===== src/rtl/mc_inc_n_r.sv =====
// Split-carry incrementer: the low half of inc_in + 1 is registered along with its carry-out,
// and the high half adds that stored carry combinationally to the live input.
module mc_inc_n_r #(
   parameter int incN_width  = 32,
   parameter int incN_center = incN_width / 2
) (
   input  logic                  clk,
   input  logic                  rst,
   input  logic [incN_width-1:0] inc_in,
   output logic [incN_width-1:0] inc_out
);

   localparam int LO_W = incN_center;
   localparam int HI_W = incN_width - incN_center;

   localparam logic [LO_W:0] LO_ONE = (LO_W + 1)'(1);

   logic [LO_W-1:0] lo_r;
   logic            c_r;
   logic [LO_W:0]   lo_sum;
   logic [HI_W-1:0] hi_sum;

   // The sum is one bit wider than the low half so that its top bit is the carry into the high half.
   assign lo_sum = {1'b0, inc_in[LO_W-1:0]} + LO_ONE;

   always_ff @(posedge clk or posedge rst) begin
      if (rst) begin
         lo_r <= '0;
         c_r  <= 1'b0;
      end else begin
         // NOTE: use non-blocking assignments so every flop samples pre-edge values, avoiding order-dependent simulation.
         {c_r, lo_r} <= lo_sum;
      end
   end

   // The high half tracks the live input. A change to the high half alone between edges
   // therefore shows up at once, on top of the carry that was stored at the last edge.
   assign hi_sum  = inc_in[incN_width-1:LO_W] + HI_W'(c_r);
   assign inc_out = {hi_sum, lo_r};

endmodule


===== config.mk =====
export PLATFORM = sky130hd
export DESIGN_NAME = mc_inc_n_r
export DESIGN_NICKNAME = d
export VERILOG_FILES = /design/src/rtl/mc_inc_n_r.sv
export SDC_FILE = /design/constraint.sdc
export NUM_CORES = 1
export LEC_CHECK = 0
export ABC_AREA = 1
export CAP_MARGIN = 10
export CELL_PAD_IN_SITES_DETAIL_PLACEMENT = 2
export CELL_PAD_IN_SITES_GLOBAL_PLACEMENT = 2
export CORE_ASPECT_RATIO = 0.75
export CORE_UTILIZATION = 20
export DETAILED_ROUTE_END_ITERATION = 6
export PLACE_DENSITY_LB_ADDON = 0.1
export SYNTH_ARGS = -nofsm -noshare
export SYNTH_HDL_FRONTEND = slang
export SYNTH_SLANG_ARGS = --single-unit

===== constraint.sdc =====
create_clock -name clk -period 3.04 [get_ports clk]
set_input_delay 0.304 -clock clk [delete_from_list [all_inputs] [get_ports clk]]
set_output_delay 0.304 -clock clk [all_outputs]
set_load 0.03 [all_outputs]

==> metrics.txt <==
Nets=roughly 280; Post-Synthesis Cells=roughly 170; largest buffer count on any clock path=2; Slew @ Worst Pin=around 0.67 ns; RSZ-0062 raised after global routing=no; critical path endpoint category=output pin; HP Class=in -> async; antenna violations before repair=0; LEAKAGE=between 0.8 and 0.9 nW; most frequent cells in the layout=clkdlybuf4s50_1 (65), nand2_1 (57), nor2_1 (27), inv_1 (20), dfrtp_1 (17); DP HPWL=about 3700 um; vias in the first global route=1381; Hold Vio Cnt, Final=0; area delta synth->final=68.47%; CTS tree=yes; Chip Height=approximately 68 um; Die Area=between 6000 and 7000 um^2; WS Path Type=in -> out; Remaining DRCs=0; mux contribution to synthesized area=0; dpl cells=just over 300; #FFs+latches synth=17; # diodes=0; root buf cell=clkbuf_8; Post-CTS Setup Bufs=0; Slew headroom=0.5518; worst path required time=between 2 and 3 ns; share of layout cells above drive strength 1=0.03361; Via density=4.144; register area share after synthesis=0.3684; Arr. time, crit path=2.32 ns; I/O Buffers=between 60 and 70; Post-Synth Simple-Gate Area=0.3900; I/O pin cnt=66; final WL=4138 um; XOR/XNOR Fraction of Synth Area=0.1138; gr ovfl total=0; final setup vio count=0; dpl ws=around 0.41 ns; maxcap violations=0; min cycle time layout=between 2 and 3 ns; Core ar.=about 5400 um^2; first drt pass iteration count=3; Finished Layout Cells=~310; Reg area=around 430 um^2; Cell Pwr Density=approximately 320 nW/um^2; synthesized area=~1200 um^2; 1st-iter DRT viols=27; # hold bufs at CTS=0; syn nets=slightly above 200; Post-DRT Antenna Nets=0; GRT Total Usage=0.1455; largest family of logic cells by synthesized area=simple AND/OR/NAND/NOR gates; Fin Setup TNS=0 ns; largest net degree at the start of global routing=18; Max Slew Vio Count=0; RD Place Congestion=just under 0.8; CTS H-tree lvls=1; status=finished, final reports clean; fillers=roughly 660; post-CTS sizing=0; vias post-DR=~1300; final worst slack=0.4145 ns; FMAX=0.3809 GHz; VDD IR-drop max=about 120 uV; Num Clock Sinks=17; clk slew on worst S/H paths=0.07 ns; Max FO, Critical Path=5; Post-Synth Adder-Cell Area=0.03250; Tcrit/Tclk final=0.8637; num rows=23; average cell area after synthesis=~6.8 um^2; distinct cell type count after synthesis=16; first-pass GRT wire length=6803 um; Initial Util=0.2123; width of the die=between 80 and 90 um; multi-input logic area=654.4 um^2; commonest non-fill, non-tap cell in the layout=clkdlybuf4s50_1; Synth Area in Compound Gates=0.03034; startpoint types=input pin; WL/cell=approximately 13 um; Num CTS Buffers=3; synth warn=0
==> per-layer routing <==
layer | wire length (um) | track usage
met1 | 2120 | 0.2005
met4 | 11 | 0.01844
met2 | 1725 | 0.2269
met3 | 280 | 0.04889
met5 | 0 | 0
==> power by group <==
group	switching (mW)	internal, mW	leakage (nW)
clock	0.0804	0.0910	0.0255
sequential	0.00348	0.239	0.200
combinational	0.118	0.0958	0.636
total	0.202	0.426	0.862
==> stage by stage <==
step	cell area, um^2	total power, mW	util	hold slack (ns)
floorplan	1155	0.3417	-	0.2301
global placement	1899	0.4611	0.3492	0.7525
detailed placement	1899	0.4631	0.3492	0.7577
CTS	1946	0.6412	0.3577	0.4805
global route	1946	0.6637	0.3577	0.5090
finish	1946	0.6279	0.3577	0.4515
==> state kept, by name, indices dropped and copies added, names as in the netlist <==
register	count
c_r	1
lo_r	16
==> kinds of logic after synthesis <==
group                    after synthesis
AND/OR/NAND/NOR                      107
flip-flops                            17
XOR/XNOR                              15
buffers and inverters                 20
adder cells (fa/ha/maj)                3
AO/OA/AOI/OAI                          7
==> final cells by class <==
type | count | area share
clock buffer | 3 | 0.02122
clock inverter | 1 | 0.002572
inverter | 20 | 0.03859
multi-input combinational | 132 | 0.3363
sequential | 17 | 0.2186
tap | 75 | 0.04823
timing repair buffer | 65 | 0.3344
==> cell usage after synthesis <==
| cell | count | area share |
|---|---|---|
| a21oi_1 | 1 | 0.0043 |
| xor2_1 | 8 | 0.061 |
| nor3_1 | 1 | 0.0043 |
| nand2_2 | 1 | 0.0054 |
| nand4_1 | 6 | 0.033 |
| dfrtp_1 | 17 | 0.37 |
| nor2_1 | 27 | 0.088 |
| inv_1 | 20 | 0.065 |
| nand3b_1 | 1 | 0.0065 |
| o21ai_0 | 6 | 0.026 |
| nand3_1 | 11 | 0.048 |
| ha_1 | 3 | 0.033 |
| xnor2_1 | 7 | 0.053 |
| nor2_2 | 2 | 0.011 |
| nand2_1 | 57 | 0.19 |
| nor2_4 | 1 | 0.0098 |
==> critical path: stages <==
cell	delay [ns]
clkdlybuf4s50_1	0.50
ha_1	0.17
nand2_2	0.09
nor2_1	0.31
nand2_1	0.12
xor2_1	0.14
clkdlybuf4s50_1	0.68
==> final timing paths <==
check | from | endpoint | cells past startpoint
setup / recovery | inc_in[16] | inc_out[25] | 7
hold / removal | rst | lo_r[14] | 2
max in group asynchronous | rst | lo_r[3] | 2
min in group clk | inc_in[0] | lo_r[0] | 2
(Power assumes the default switching activity.)
